[src/rtl/cache_arbiter_pkg.sv]
// Shared types for the cache arbiter: line/word types, FSM state encoding and grant policy.
// Define ARB_RR_EN to switch simultaneous-request arbitration from fixed data priority to round-robin.
package lc3b_types;

  typedef logic [15:0]  lc3b_word;
  typedef logic [127:0] cache_line;

  typedef enum logic [1:0] {
    IDLE    = 2'd0,
    SERVE_I = 2'd1,
    SERVE_D = 2'd2,
    RELEASE = 2'd3
  } lc3b_arb_state;

`ifdef ARB_RR_EN
  localparam bit ARB_RR = 1'b1;
`else
  localparam bit ARB_RR = 1'b0;
`endif

  // Returns 1 when the data cache should win this grant. last_grant: 0 = I, 1 = D.
  function automatic logic pick_data(input logic i_req, input logic d_req,
                                     input logic last_grant);
    logic rr_pick;
    rr_pick = d_req && (!i_req || !last_grant);
    return ARB_RR ? rr_pick : d_req;
  endfunction

endpackage

[src/rtl/cache_arbiter_if.sv]
// Bundle of the instruction-cache, data-cache and physical-memory signals around the arbiter.
// slave = arbiter view; master = requesters plus memory model view.
interface cache_arbiter_if;
  import lc3b_types::*;

  logic      i_read;
  lc3b_word  i_address;
  cache_line i_rdata;
  logic      i_resp;

  logic      d_read;
  logic      d_write;
  lc3b_word  d_address;
  cache_line d_wdata;
  cache_line d_rdata;
  logic      d_resp;

  logic      pmem_read;
  logic      pmem_write;
  lc3b_word  pmem_address;
  cache_line pmem_wdata;
  cache_line pmem_rdata;
  logic      pmem_resp;

  logic      last_grant;

  modport slave (
    input  i_read, i_address, d_read, d_write, d_address, d_wdata,
           pmem_rdata, pmem_resp,
    output i_rdata, i_resp, d_rdata, d_resp,
           pmem_read, pmem_write, pmem_address, pmem_wdata, last_grant
  );

  modport master (
    output i_read, i_address, d_read, d_write, d_address, d_wdata,
           pmem_rdata, pmem_resp,
    input  i_rdata, i_resp, d_rdata, d_resp,
           pmem_read, pmem_write, pmem_address, pmem_wdata, last_grant
  );

endinterface

[src/rtl/cache_arbiter_control.sv]
// Arbiter FSM: grants one cache at a time to physical memory, then inserts a RELEASE cycle.
// Grant policy follows ARB_RR_EN through lc3b_types::pick_data.
module cache_arbiter_control
  import lc3b_types::*;
(
  input  logic clk,
  input  logic rst_n,
  input  logic i_read,
  input  logic d_read,
  input  logic d_write,
  input  logic pmem_resp,
  output logic serve_i,
  output logic serve_d,
  output logic pmem_read,
  output logic pmem_write,
  output logic i_resp,
  output logic d_resp,
  output logic last_grant
);

  lc3b_arb_state state, state_next;
  logic          d_req;
  logic          grant_d;

  assign d_req   = d_read | d_write;
  assign grant_d = pick_data(i_read, d_req, last_grant);

  // NOTE: sequential state uses non-blocking assignments so every flop samples pre-edge values.
  always_ff @(posedge clk or negedge rst_n) begin
    if (!rst_n) begin
      state      <= IDLE;
      last_grant <= 1'b0;
    end else begin
      state <= state_next;
      if (state == IDLE && (i_read || d_req))
        last_grant <= grant_d;
    end
  end

  // NOTE: every output gets a default first so no path through the case can infer a latch.
  always_comb begin
    state_next = state;
    serve_i    = 1'b0;
    serve_d    = 1'b0;
    pmem_read  = 1'b0;
    pmem_write = 1'b0;
    i_resp     = 1'b0;
    d_resp     = 1'b0;

    unique case (state)
      IDLE: begin
        if (i_read || d_req)
          state_next = grant_d ? SERVE_D : SERVE_I;
      end
      SERVE_I: begin
        serve_i   = 1'b1;
        pmem_read = i_read;
        i_resp    = pmem_resp;
        if (pmem_resp)
          state_next = RELEASE;
      end
      SERVE_D: begin
        // Writeback takes precedence when both data strobes are high.
        serve_d    = 1'b1;
        pmem_write = d_write;
        pmem_read  = d_read & ~d_write;
        d_resp     = pmem_resp;
        if (pmem_resp)
          state_next = RELEASE;
      end
      RELEASE: begin
        state_next = IDLE;
      end
      default: state_next = IDLE;
    endcase
  end

endmodule

[src/rtl/cache_arbiter.sv]
// Two-port cache arbiter top: FSM lives in cache_arbiter_control; this level only muxes address/data.
// Optional round-robin arbitration with ARB_RR_EN.
module cache_arbiter
  import lc3b_types::*;
(
  input  logic            clk,
  input  logic            rst_n,
  cache_arbiter_if.slave  bus
);

  logic serve_i;
  logic serve_d;

  cache_arbiter_control u_control (
    .clk        (clk),
    .rst_n      (rst_n),
    .i_read     (bus.i_read),
    .d_read     (bus.d_read),
    .d_write    (bus.d_write),
    .pmem_resp  (bus.pmem_resp),
    .serve_i    (serve_i),
    .serve_d    (serve_d),
    .pmem_read  (bus.pmem_read),
    .pmem_write (bus.pmem_write),
    .i_resp     (bus.i_resp),
    .d_resp     (bus.d_resp),
    .last_grant (bus.last_grant)
  );

  // Address and write data are zero whenever no cache owns the memory port.
  assign bus.pmem_address = serve_i ? bus.i_address :
                            serve_d ? bus.d_address : '0;
  assign bus.pmem_wdata   = serve_d ? bus.d_wdata : '0;

  assign bus.i_rdata = bus.pmem_rdata;
  assign bus.d_rdata = bus.pmem_rdata;

endmodule
[src/flat_wrapper.sv]
// flat-port wrapper written by rule: the top's interface ports become plain ports
module cache_arbiter_flat import lc3b_types::*;
  (clk, rst_n, bus_i_read, bus_i_address, bus_d_read, bus_d_write, bus_d_address, bus_d_wdata, bus_pmem_rdata, bus_pmem_resp, bus_i_rdata, bus_i_resp, bus_d_rdata, bus_d_resp, bus_pmem_read, bus_pmem_write, bus_pmem_address, bus_pmem_wdata, bus_last_grant);
  cache_arbiter_if bus_i ();
  input  logic clk;
  input  logic rst_n;
  input wire logic [$bits(bus_i.i_read)-1:0] bus_i_read;
  input wire logic [$bits(bus_i.i_address)-1:0] bus_i_address;
  input wire logic [$bits(bus_i.d_read)-1:0] bus_d_read;
  input wire logic [$bits(bus_i.d_write)-1:0] bus_d_write;
  input wire logic [$bits(bus_i.d_address)-1:0] bus_d_address;
  input wire logic [$bits(bus_i.d_wdata)-1:0] bus_d_wdata;
  input wire logic [$bits(bus_i.pmem_rdata)-1:0] bus_pmem_rdata;
  input wire logic [$bits(bus_i.pmem_resp)-1:0] bus_pmem_resp;
  output wire logic [$bits(bus_i.i_rdata)-1:0] bus_i_rdata;
  output wire logic [$bits(bus_i.i_resp)-1:0] bus_i_resp;
  output wire logic [$bits(bus_i.d_rdata)-1:0] bus_d_rdata;
  output wire logic [$bits(bus_i.d_resp)-1:0] bus_d_resp;
  output wire logic [$bits(bus_i.pmem_read)-1:0] bus_pmem_read;
  output wire logic [$bits(bus_i.pmem_write)-1:0] bus_pmem_write;
  output wire logic [$bits(bus_i.pmem_address)-1:0] bus_pmem_address;
  output wire logic [$bits(bus_i.pmem_wdata)-1:0] bus_pmem_wdata;
  output wire logic [$bits(bus_i.last_grant)-1:0] bus_last_grant;
  assign bus_i.i_read = bus_i_read;
  assign bus_i.i_address = bus_i_address;
  assign bus_i.d_read = bus_d_read;
  assign bus_i.d_write = bus_d_write;
  assign bus_i.d_address = bus_d_address;
  assign bus_i.d_wdata = bus_d_wdata;
  assign bus_i.pmem_rdata = bus_pmem_rdata;
  assign bus_i.pmem_resp = bus_pmem_resp;
  assign bus_i_rdata = bus_i.i_rdata;
  assign bus_i_resp = bus_i.i_resp;
  assign bus_d_rdata = bus_i.d_rdata;
  assign bus_d_resp = bus_i.d_resp;
  assign bus_pmem_read = bus_i.pmem_read;
  assign bus_pmem_write = bus_i.pmem_write;
  assign bus_pmem_address = bus_i.pmem_address;
  assign bus_pmem_wdata = bus_i.pmem_wdata;
  assign bus_last_grant = bus_i.last_grant;
  cache_arbiter u_core (.clk(clk), .rst_n(rst_n), .bus(bus_i));
endmodule
[config.mk]
export PLATFORM = sky130hd
export DESIGN_NAME = cache_arbiter_flat
export DESIGN_NICKNAME = d
export VERILOG_FILES = /design/src/rtl/cache_arbiter_pkg.sv /design/src/rtl/cache_arbiter_if.sv /design/src/rtl/cache_arbiter_control.sv /design/src/rtl/cache_arbiter.sv /design/src/flat_wrapper.sv
export SDC_FILE = /design/constraint.sdc
export NUM_CORES = 1
export LEC_CHECK = 0
export ABC_AREA = 1
export BUFFER_PORTS_ARGS = -buffer_cell sky130_fd_sc_hd__buf_2
export CORE_AREA = 10 10 267 269
export CTS_BUF_LIST = sky130_fd_sc_hd__clkbuf_4 sky130_fd_sc_hd__clkbuf_8 sky130_fd_sc_hd__clkbuf_16
export DETAILED_ROUTE_END_ITERATION = 8
export DIE_AREA = 0 0 277 279
export HOLD_SLACK_MARGIN = 0.03
export PLACE_DENSITY_LB_ADDON = 0.08
export SYNTH_ARGS = -nofsm -noshare
export SYNTH_HDL_FRONTEND = slang
export SYNTH_HIERARCHICAL = 1
export SYNTH_SLANG_ARGS = --single-unit
[constraint.sdc]
create_clock -name clk -period 1.2 [get_ports clk]
set_input_delay 0 -clock clk [delete_from_list [all_inputs] [get_ports clk]]
set_output_delay 0 -clock clk [all_outputs]
set_load 0.01 [all_outputs]
-- After elaboration in Yosys (flattened, before gate mapping)
Cells that the tools add are included.
- add/subtract/negate cells: 0
- $mul: 0
- divide/modulo/power cells: 0
- order comparisons: 0
- equal/unequal tests: 5
- shifts and indexed selects: 0
- muxes and demuxes: 13
- bitwise operators: 3
- reductions and logical operators: 5
- operator list (cell ; count):
    $mux W128 ; 1
    $mux W16 ; 2
    $mux W2 ; 3
    $pmux W2 S3 ; 1
    $mux W1 ; 5
    $eq A2 B2 Y1 const B ; 2
    $ne A2 B1 Y1 const B ; 2
    $eq A2 B1 Y1 const B ; 1
    $logic_not A2 Y1 ; 1
    $pmux W1 S2 ; 1
    $reduce_and A2 Y1 ; 1
    $reduce_or A2 Y1 ; 1
    $and A1 B1 Y1 ; 1
    $logic_and A1 B1 Y1 ; 1
    $logic_or A1 B1 Y1 ; 1
    $not A1 Y1 ; 1
    $or A1 B1 Y1 ; 1
- register bits: 3
- bits in latches: 0
- bits in writable memories: 0
- memory bits (read-only): 0
- bits of input ports: 294
- output and inout bits: 405
- memories kept: 0

-- Longest topological paths before layout
Gate-level depths: netlist of run 1.
- word-level depth: 4
- depth in mapped cells: 7

-- Cells and area by module
Netlist of run 1, hierarchy kept.
- modules (own cells, without submodules) (module ; instances ; cells each ; area each (µm²)):
    cache_arbiter ; 1 ; 580 ; 3283.1
    cache_arbiter_control ; 1 ; 39 ; 277.8

-- Worst setup path before layout of run 1
No wires, ideal clock.
- path kind: reg-to-output
- start: register u_core.u_control.state[0]
- end: output bus_pmem_wdata[75]
- arrival time: 1163 ps
- data required time: 1200 ps
- path slack: 37 ps
- cell stages (with the launch flop): 8
- path buffers: 3
- cell sequence: dfrtp_1 > inv_1 > ha_1 > buf_4 > buf_6 > buf_8 > nand2_1 > inv_2
- longest elaborated chain between the ends: 3
- ends and longest elaborated chain (what ; line ; source):
    from (decl) ; cache_arbiter_control.sv:21 ; lc3b_arb_state state, state_next;
    from (signal assigned) ; cache_arbiter_control.sv:34 ; state <= state_next;
    $eq A2 B2 Y1 ; cache_arbiter_control.sv:50 ; unique case (state)
    $mux W1 ; cache_arbiter_control.sv:50 ;
    named net u_core.serve_d ; cache_arbiter.sv:12 ; logic serve_d;
    $mux W128 ; cache_arbiter.sv:33 ; assign bus.pmem_wdata = serve_d ? bus.d_wdata : '0;
    to (decl) ; flat_wrapper.sv:22 ; output wire logic [$bits(bus_i.pmem_wdata)-1:0] bus_pmem_wdata;
The timed path passes the listed nets, and every way through them passes these cells.

-- Final worst setup path of run 1
- start: register u_core.u_control.state[1]
- end: output bus_pmem_address[2]
- longest elaborated chain between the ends: 4
- elaborated cells between the ends (all ways): 6
- ends and longest elaborated chain (what ; line ; source):
    $eq A2 B2 Y1 ; cache_arbiter_control.sv:50 ;
    $mux W1 ; cache_arbiter_control.sv:50 ;
    named net u_core.serve_d ; cache_arbiter.sv:12 ;
    $mux W16 ; cache_arbiter.sv:32 ; serve_d ? bus.d_address : '0;
    $mux W16 ; cache_arbiter.sv:31 ; assign bus.pmem_address = serve_i ? bus.i_address :
    to (decl) ; flat_wrapper.sv:21 ; output wire logic [$bits(bus_i.pmem_address)-1:0] bus_pmem_address;
The timed path passes the listed nets, and every way through them passes these cells.

==> impl_metrics.env, run 1 <==
export IMPL_vdd_drop_max_mv=0.6617
export IMPL_detailedRoute_firstIterationViolations=72
export IMPL_internal_power_of_the_cells_mw=6.117
export IMPL_worst_path_max_fanout=13
export IMPL_synth_avg_cell_area_um2=5.753
export IMPL_design_core_area_mm2=0.06563
export IMPL_synth_async_sr_flop_share_pct=100.0
export IMPL_max_clock_freq_ghz=0.6579
export IMPL_residual_antenna_violating_net_count_after_detailed_routing=0
export IMPL_netSwitchingFraction_pct=48.57
export IMPL_synth_seq_area_share_pct=2.108
export IMPL_clockRootBuffer="sky130_fd_sc_hd__clkbuf_16"
export IMPL_h_tree_depth=1
export IMPL_p_per_area_mw_per_mm2=1701
export IMPL_ios=699
export IMPL_grt_setup_unrepaired="true"
export IMPL_postSynthCellCount=619
export IMPL_period_needed_ns=1.520
export IMPL_n_antenna_cell=0
export IMPL_detail_route_wl_per_cell_um=14.21
export IMPL_reg2reg_slack_ns=-0.12
export IMPL_critPathRequiredTime_ns=1.20
export IMPL_number_of_antenna_violations_at_the_first_check_in_global_routing=2
export IMPL_drive_gt1_share_pct=60.96
export IMPL_die_height_um=279
export IMPL_groute_usage_overall_pct=5.584
export IMPL_timing_critical_path_from_type="flop"
export IMPL_cts_reportedPaths_clkPinSlew_ns=0.03
export IMPL_maxCapViolCount=0
export IMPL_dr_pass1_iters=4
export IMPL_timing_max_slew_rel_slack_pct=76.65
export IMPL_p_comb_share_pct=93.7
export IMPL_path_type_of_the_worst_setup_path="flop to primary output"
export IMPL_share_seq_of_total_power_pct=1.6
export IMPL_netSwitchingPower_mw=5.778
export IMPL_areaGrowthSynthToFinish_pct=96.35
export IMPL_synth_main_ff_cell="sky130_fd_sc_hd__dfrtp_1"
export IMPL_vias_in_the_first_global_route=4528
export IMPL_clock_skew_ns=0.001569
export IMPL_routed_via_density=2.381
export IMPL_status="complete, but fails checks"
export IMPL_syn_area_mm2=0.003561
export IMPL_synth_edf_count=0
export IMPL_initial_core_util_pct=5.426
export IMPL_timing_max_transition_violations_final=0
export IMPL_num_rows=94
export IMPL_buffer_ports_inserted=314
export IMPL_place_congestion=0.6669
export IMPL_cp_arrival_ns=1.52
export IMPL_setup_viol_count_final=149
export IMPL_setup_total_negative_slack_ns=-38.38
export IMPL_die_area_mm2=0.07728
export IMPL_tritoncts_num_sinks=3
export IMPL_min_period_over_period_pct=126.7
export IMPL_clk_latency_ns=0.22
export IMPL_grt_remaining_overflow=0
export IMPL_total_power_mw=11.90
export IMPL_cts_max_path_buffers=2
export IMPL_synth_top_cells_by_area="sky130_fd_sc_hd__buf_4 (54%), sky130_fd_sc_hd__nand2_1 (16%), sky130_fd_sc_hd__inv_1 (12%), sky130_fd_sc_hd__nand2_2 (3.3%), sky130_fd_sc_hd__nand3_1 (2.5%)"
export IMPL_finish_net_count=1135
export IMPL_via_count=4045
export IMPL_reg2reg_depth=8
export IMPL_total_of_fill_cells_in_the_finished_design=7718
export IMPL_synth_lib_cells_used_distinct=16
export IMPL_die_w_um=277
export IMPL_cts_buffers=3
export IMPL_tritoncts="built"
export IMPL_postRouteWirelength_mm=24.14
export IMPL_drc=0
export IMPL_final_hold_violations=0
export IMPL_grt_max_degree=25
export IMPL_synth_largest_type_area_fraction_pct=54.39
export IMPL_dp_hpwl_mm=17.42
export IMPL_final_setup_worst_slack_ns=-0.3200
export IMPL_total_nets_after_synthesis=918
export IMPL_hp_class="primary input to asynchronous set/reset pin"
export IMPL_grt_pass1_wl_mm=32.82
export IMPL_ys_seq_elements=3
export IMPL_timing_critical_path_to_type="primary output"
export IMPL_synthDominantAreaCellType="sky130_fd_sc_hd__buf_4"
export IMPL_clockPowerShare_pct=4.6
export IMPL_synth_warning_count=6
export IMPL_leakage_nw=4.032
export IMPL_failed_checks="negative setup slack"
export IMPL_least_margin_pin_slew_ns=0.3491
cells by family (layout without fill, tap and decap cells):
logic type	after synthesis	after routing	synth area share, %
simple gates	196	196	22.98
buf+inv	412	628	72.66
flops	3	3	2.108
compound gates	3	3	0.4920
fa+ha+maj	5	5	1.757
flip-flops by register name, summed over array words and instances (netlist names):
signal and count:
u_core/u_control/state 2, u_core/u_control/last_grant 1
power groups by stage:
| stage | combinational, mW | sequential (mW) | clock, mW |
|---|---|---|---|
| after floorplan | 4.38 | 0.198 | 0 |
| after global placement | 7.52 | 0.193 | 0 |
| after global routing | 12.3 | 0.203 | 0.588 |
| after CTS | 10.6 | 0.198 | 0.565 |
| final | 11.1 | 0.196 | 0.553 |
| after detailed placement | 7.32 | 0.190 | 0 |
cells in the final DEF (no fill, tap or decap):
cell type	Yosys	layout
sky130_fd_sc_hd__inv_4	0	1
sky130_fd_sc_hd__ha_4	0	4
sky130_fd_sc_hd__nand3_4	0	1
sky130_fd_sc_hd__nand2_4	0	17
sky130_fd_sc_hd__buf_6	5	86
sky130_fd_sc_hd__o21ai_0	2	1
sky130_fd_sc_hd__inv_12	0	1
sky130_fd_sc_hd__inv_1	116	69
sky130_fd_sc_hd__buf_16	0	7
sky130_fd_sc_hd__o21ai_1	0	1
sky130_fd_sc_hd__a21boi_4	0	1
sky130_fd_sc_hd__nand3b_1	1	1
sky130_fd_sc_hd__dlygate4sd3_1	0	129
sky130_fd_sc_hd__nand3_1	18	9
sky130_fd_sc_hd__buf_2	10	234
sky130_fd_sc_hd__nand2_2	19	45
sky130_fd_sc_hd__nand3_2	1	9
sky130_fd_sc_hd__nand2_1	156	113
sky130_fd_sc_hd__clkbuf_16	0	5
sky130_fd_sc_hd__buf_4	258	19
sky130_fd_sc_hd__clkbuf_4	0	1
sky130_fd_sc_hd__nor2_2	1	1
sky130_fd_sc_hd__buf_12	0	10
sky130_fd_sc_hd__dfrtp_1	3	3
sky130_fd_sc_hd__ha_2	0	1
sky130_fd_sc_hd__inv_2	21	66
repair_timing:
item | in CTS | in global routing
pin swaps | 12 | 10
hold endpoints to repair | 259 | 0
endpoints found under the setup margin | 151 | 151
hold buffers | 129 | 0
gates resized for setup | 150 | 88
cloned | 6 | 2
setup buffers | 6 | 6
synth_stat cells, types with 2 or more instances:
cell type and number:
sky130_fd_sc_hd__buf_2 10, sky130_fd_sc_hd__buf_4 258, sky130_fd_sc_hd__buf_6 5, sky130_fd_sc_hd__buf_8 2, sky130_fd_sc_hd__dfrtp_1 3, sky130_fd_sc_hd__ha_1 5, sky130_fd_sc_hd__inv_1 116, sky130_fd_sc_hd__inv_2 21
sky130_fd_sc_hd__nand2_1 156, sky130_fd_sc_hd__nand2_2 19, sky130_fd_sc_hd__nand3_1 18, sky130_fd_sc_hd__o21ai_0 2
final timing paths:
check	from	end
setup / recovery	u_core/u_control/state[1]	bus_pmem_address[2]
hold / removal	rst_n	u_core/u_control/state[0]
setup reg to reg	u_core/u_control/state[0]	u_core/u_control/state[1]
hold reg to reg	u_core/u_control/last_grant	u_core/u_control/last_grant
max in group asynchronous	rst_n	u_core/u_control/last_grant
min in group clk	bus_i_read	u_core/u_control/last_grant
area by class of cell:
cell class | count | area [um^2] | area share (%)
Timing Repair Buffer | 487 | 4016 | 57.44
Multi-Input combinational cell | 204 | 1207 | 17.27
Sequential cell | 3 | 75.07 | 1.074
Tap cell | 864 | 1081 | 15.46
Clock buffer | 4 | 82.58 | 1.181
Inverter | 137 | 529.3 | 7.570
through the flow:
stage,cells,utilization [%],cell area [um^2],hold slack [ns],setup slack [ns]
after floorplan,619,-,3561,-0.2956,0.03658
after global placement,1548,6.820,4476,-0.1885,-0.2818
after detailed placement,1548,6.820,4476,-0.1837,-0.2597
after CTS,1692,10.08,6615,0.1597,-0.3394
after global routing,1699,10.65,6992,0.1778,-0.4095
final,1699,10.65,6992,0.1474,-0.3200
worst max-delay path, stage by stage, from the launching register on:
cell                      delay (ns)
sky130_fd_sc_hd__dfrtp_1        0.38
sky130_fd_sc_hd__buf_6          0.13
sky130_fd_sc_hd__ha_4           0.18
sky130_fd_sc_hd__buf_12         0.15
sky130_fd_sc_hd__buf_4          0.15
sky130_fd_sc_hd__nand3_1        0.07
sky130_fd_sc_hd__nand2_1        0.06
sky130_fd_sc_hd__buf_2          0.14
routing by layer:
layer,wire length [um],track usage (%)
met1,8543,5.694
met2,12540,10.31
met3,2994,3.053
met4,42,0.3066
met5,18,0
Power figures use the tool's default switching activity.
==> inputs of run 2 (changes only) <==
--- a/config.mk
+++ b/config.mk
@@ -7,10 +7,12 @@
 export LEC_CHECK = 0
 export ABC_AREA = 1
 export BUFFER_PORTS_ARGS = -buffer_cell sky130_fd_sc_hd__buf_2
-export CORE_AREA = 10 10 267 269
+export CELL_PAD_IN_SITES_DETAIL_PLACEMENT = 0
+export CELL_PAD_IN_SITES_GLOBAL_PLACEMENT = 1
+export CORE_AREA = 10 10 264 266
 export CTS_BUF_LIST = sky130_fd_sc_hd__clkbuf_4 sky130_fd_sc_hd__clkbuf_8 sky130_fd_sc_hd__clkbuf_16
 export DETAILED_ROUTE_END_ITERATION = 8
-export DIE_AREA = 0 0 277 279
+export DIE_AREA = 0 0 274 276
 export HOLD_SLACK_MARGIN = 0.03
 export PLACE_DENSITY_LB_ADDON = 0.08
 export SYNTH_ARGS = -nofsm -noshare
==> impl_metrics.env, run 2 (synthesis results as in run 1) <==
export IMPL_status="complete, but fails checks"
export IMPL_failed_checks="negative setup slack"
export IMPL_grt_setup_unrepaired="true"
export IMPL_clk_latency_ns=0.22
export IMPL_most_common_layout_cells="sky130_fd_sc_hd__buf_2 (233), sky130_fd_sc_hd__dlygate4sd3_1 (129), sky130_fd_sc_hd__nand2_1 (128)"
export IMPL_drc=0
export IMPL_crit_path_max_incr_delay_ns=0.37
export IMPL_fin_cells=1683
export IMPL_grt_max_degree=25
export IMPL_die_height_um=276
export IMPL_finish_net_count=1127
export IMPL_vias_in_the_first_global_route=4502
export IMPL_detail_route_wl_per_cell_um=14.64
export IMPL_cp_startpoint="u_core/u_control/state[1]"
export IMPL_biggestRegsByFlops="u_core/u_control/state x2, u_core/u_control/last_grant x1"
export IMPL_grt_remaining_overflow=0
export IMPL_min_period_over_period_pct=124.7
export IMPL_ios=699
export IMPL_buffer_ports_inserted=314
export IMPL_grt_pass1_wl_mm=32.86
export IMPL_timing_max_slew_rel_slack_pct=80.17
export IMPL_timing_critical_path_mode_cell="sky130_fd_sc_hd__buf_6"
export IMPL_p_per_area_mw_per_mm2=1627
export IMPL_final_setup_worst_slack_ns=-0.2970
export IMPL_postLayoutCoreUtil_pct=10.52
export IMPL_die_area_mm2=0.07562
export IMPL_num_rows=93
export IMPL_residual_antenna_violating_net_count_after_detailed_routing=0
export IMPL_postRouteWirelength_mm=24.64
export IMPL_tritoncts="built"
export IMPL_hp_class="primary input to asynchronous set/reset pin"
export IMPL_areaGrowthSynthToFinish_pct=89.46
export IMPL_die_w_um=274
export IMPL_timing_max_transition_violations_final=0
export IMPL_setup_viol_count_final=151
export IMPL_number_of_flip_flops_under_the_largest_register_name=2
export IMPL_routed_via_density=2.396
export IMPL_leakage_nw=3.997
export IMPL_cp_arrival_ns=1.50
export IMPL_timing_critical_path_from_type="flop"
export IMPL_worst_path_max_fanout=12
export IMPL_maxCapViolCount=0
export IMPL_timing_critical_path_to_type="primary output"
export IMPL_initial_core_util_pct=5.554
export IMPL_max_clock_freq_ghz=0.6680
export IMPL_path_type_of_the_worst_setup_path="flop to primary output"
export IMPL_cts_max_path_buffers=2
export IMPL_h_tree_depth=1
export IMPL_critPathRequiredTime_ns=1.20
export IMPL_drive_gt1_share_pct=56.35
export IMPL_number_of_antenna_violations_at_the_first_check_in_global_routing=10
export IMPL_slowest_stage="sky130_fd_sc_hd__dfrtp_1"
export IMPL_clockRootBuffer="sky130_fd_sc_hd__clkbuf_16"
export IMPL_largest_register="u_core/u_control/state"
export IMPL_most_frequent_standard_cell_in_the_layout_excluding_fill_and_tap_cells="sky130_fd_sc_hd__buf_2"
export IMPL_dp_hpwl_mm=19.01
export IMPL_period_needed_ns=1.497
export IMPL_crit_path_cell_trace="buf_6, ha_4, buf_12, buf_16, nand3_1, nand2_1, buf_6"
export IMPL_via_count=4032
export IMPL_dr_pass1_iters=4
export IMPL_final_hold_violations=0
export IMPL_place_congestion=0.6593
export IMPL_cts_reportedPaths_clkPinSlew_ns=0.03
export IMPL_tritoncts_num_sinks=3
export IMPL_placed_cell_count=1542
export IMPL_design_core_area_mm2=0.06412
export IMPL_detailedRoute_firstIterationViolations=63
export IMPL_least_margin_pin_slew_ns=0.2965
export IMPL_r2r_start="u_core/u_control/state[0]"
export IMPL_groute_usage_overall_pct=5.787
export IMPL_cts_buffers=3
export IMPL_vdd_drop_max_mv=0.5179
export IMPL_clock_skew_ns=0.002490
## run 2: report_power, final
group	internal, mW	switching (mW)
combinational	4.84	5.40
sequential	0.155	0.0329
clock	0.461	0.0903
## run 2: critical path, delay by kind of cell, from the launching register on
| kind | cells | cell delay (ns) |
|---|---|---|
| flip-flops | 1 | 0.37 |
| AND/OR/NAND/NOR | 2 | 0.16 |
| adder cells (fa/ha/maj) | 1 | 0.17 |
| buffers and inverters | 4 | 0.57 |
## run 2: metal layers
metal	part of all wire, %	GRT usage, %	wire length (um)
met1	34	5.609	8445
met4	0.21	0.2389	51
met3	14	3.597	3559
met5	0.41	0	100
met2	51	10.70	12480
## run 2: path summary, 6_finish.rpt
kind / cells after the start / to / slack, ns
hold / removal: 2 / u_core/u_control/state[1] / 0.15
max in group asynchronous: 2 / u_core/u_control/last_grant / 0.93
setup reg to reg: 7 / u_core/u_control/state[0] / -0.08
min in group clk: 4 / u_core/u_control/last_grant / 0.17
hold reg to reg: 2 / u_core/u_control/last_grant / 0.55
setup / recovery: 7 / bus_pmem_address[4] / -0.30
## run 2: final cells by class
cell class,count,area [um^2]
Antenna cell,1,2.502
Timing Repair Buffer,479,3846
Sequential cell,3,75.07
Clock buffer,4,82.58
Tap cell,855,1070
Inverter,137,519.2
Multi-Input combinational cell,204,1151
Fill cell,7584,57370
## run 2: repair_timing
| item | CTS | global route |
|---|---|---|
| pin swaps | 0 | 2 |
| hold buffers | 129 | 0 |
| gates resized for setup | 128 | 90 |
| gates cloned | 0 | 2 |
| buffers inserted | 2 | 3 |
| hold endpoints to repair | 259 | 0 |
| endpoints found under the setup margin | 151 | 151 |
## run 2: metrics by stage
step	TNS (ns)	instance area, um^2	hold WS (ns)	setup slack, ns	total power [mW]
after floorplan	0	3561	-0.2956	0.03658	4.577
after global placement	-11.26	4499	-0.1941	-0.2903	8.146
after detailed placement	-11.10	4499	-0.1968	-0.2911	7.920
after CTS	-37.49	6392	0.1835	-0.3227	10.50
after global routing	-44.32	6744	0.1979	-0.3756	12.15
final	-33.95	6746	0.1533	-0.2970	10.98
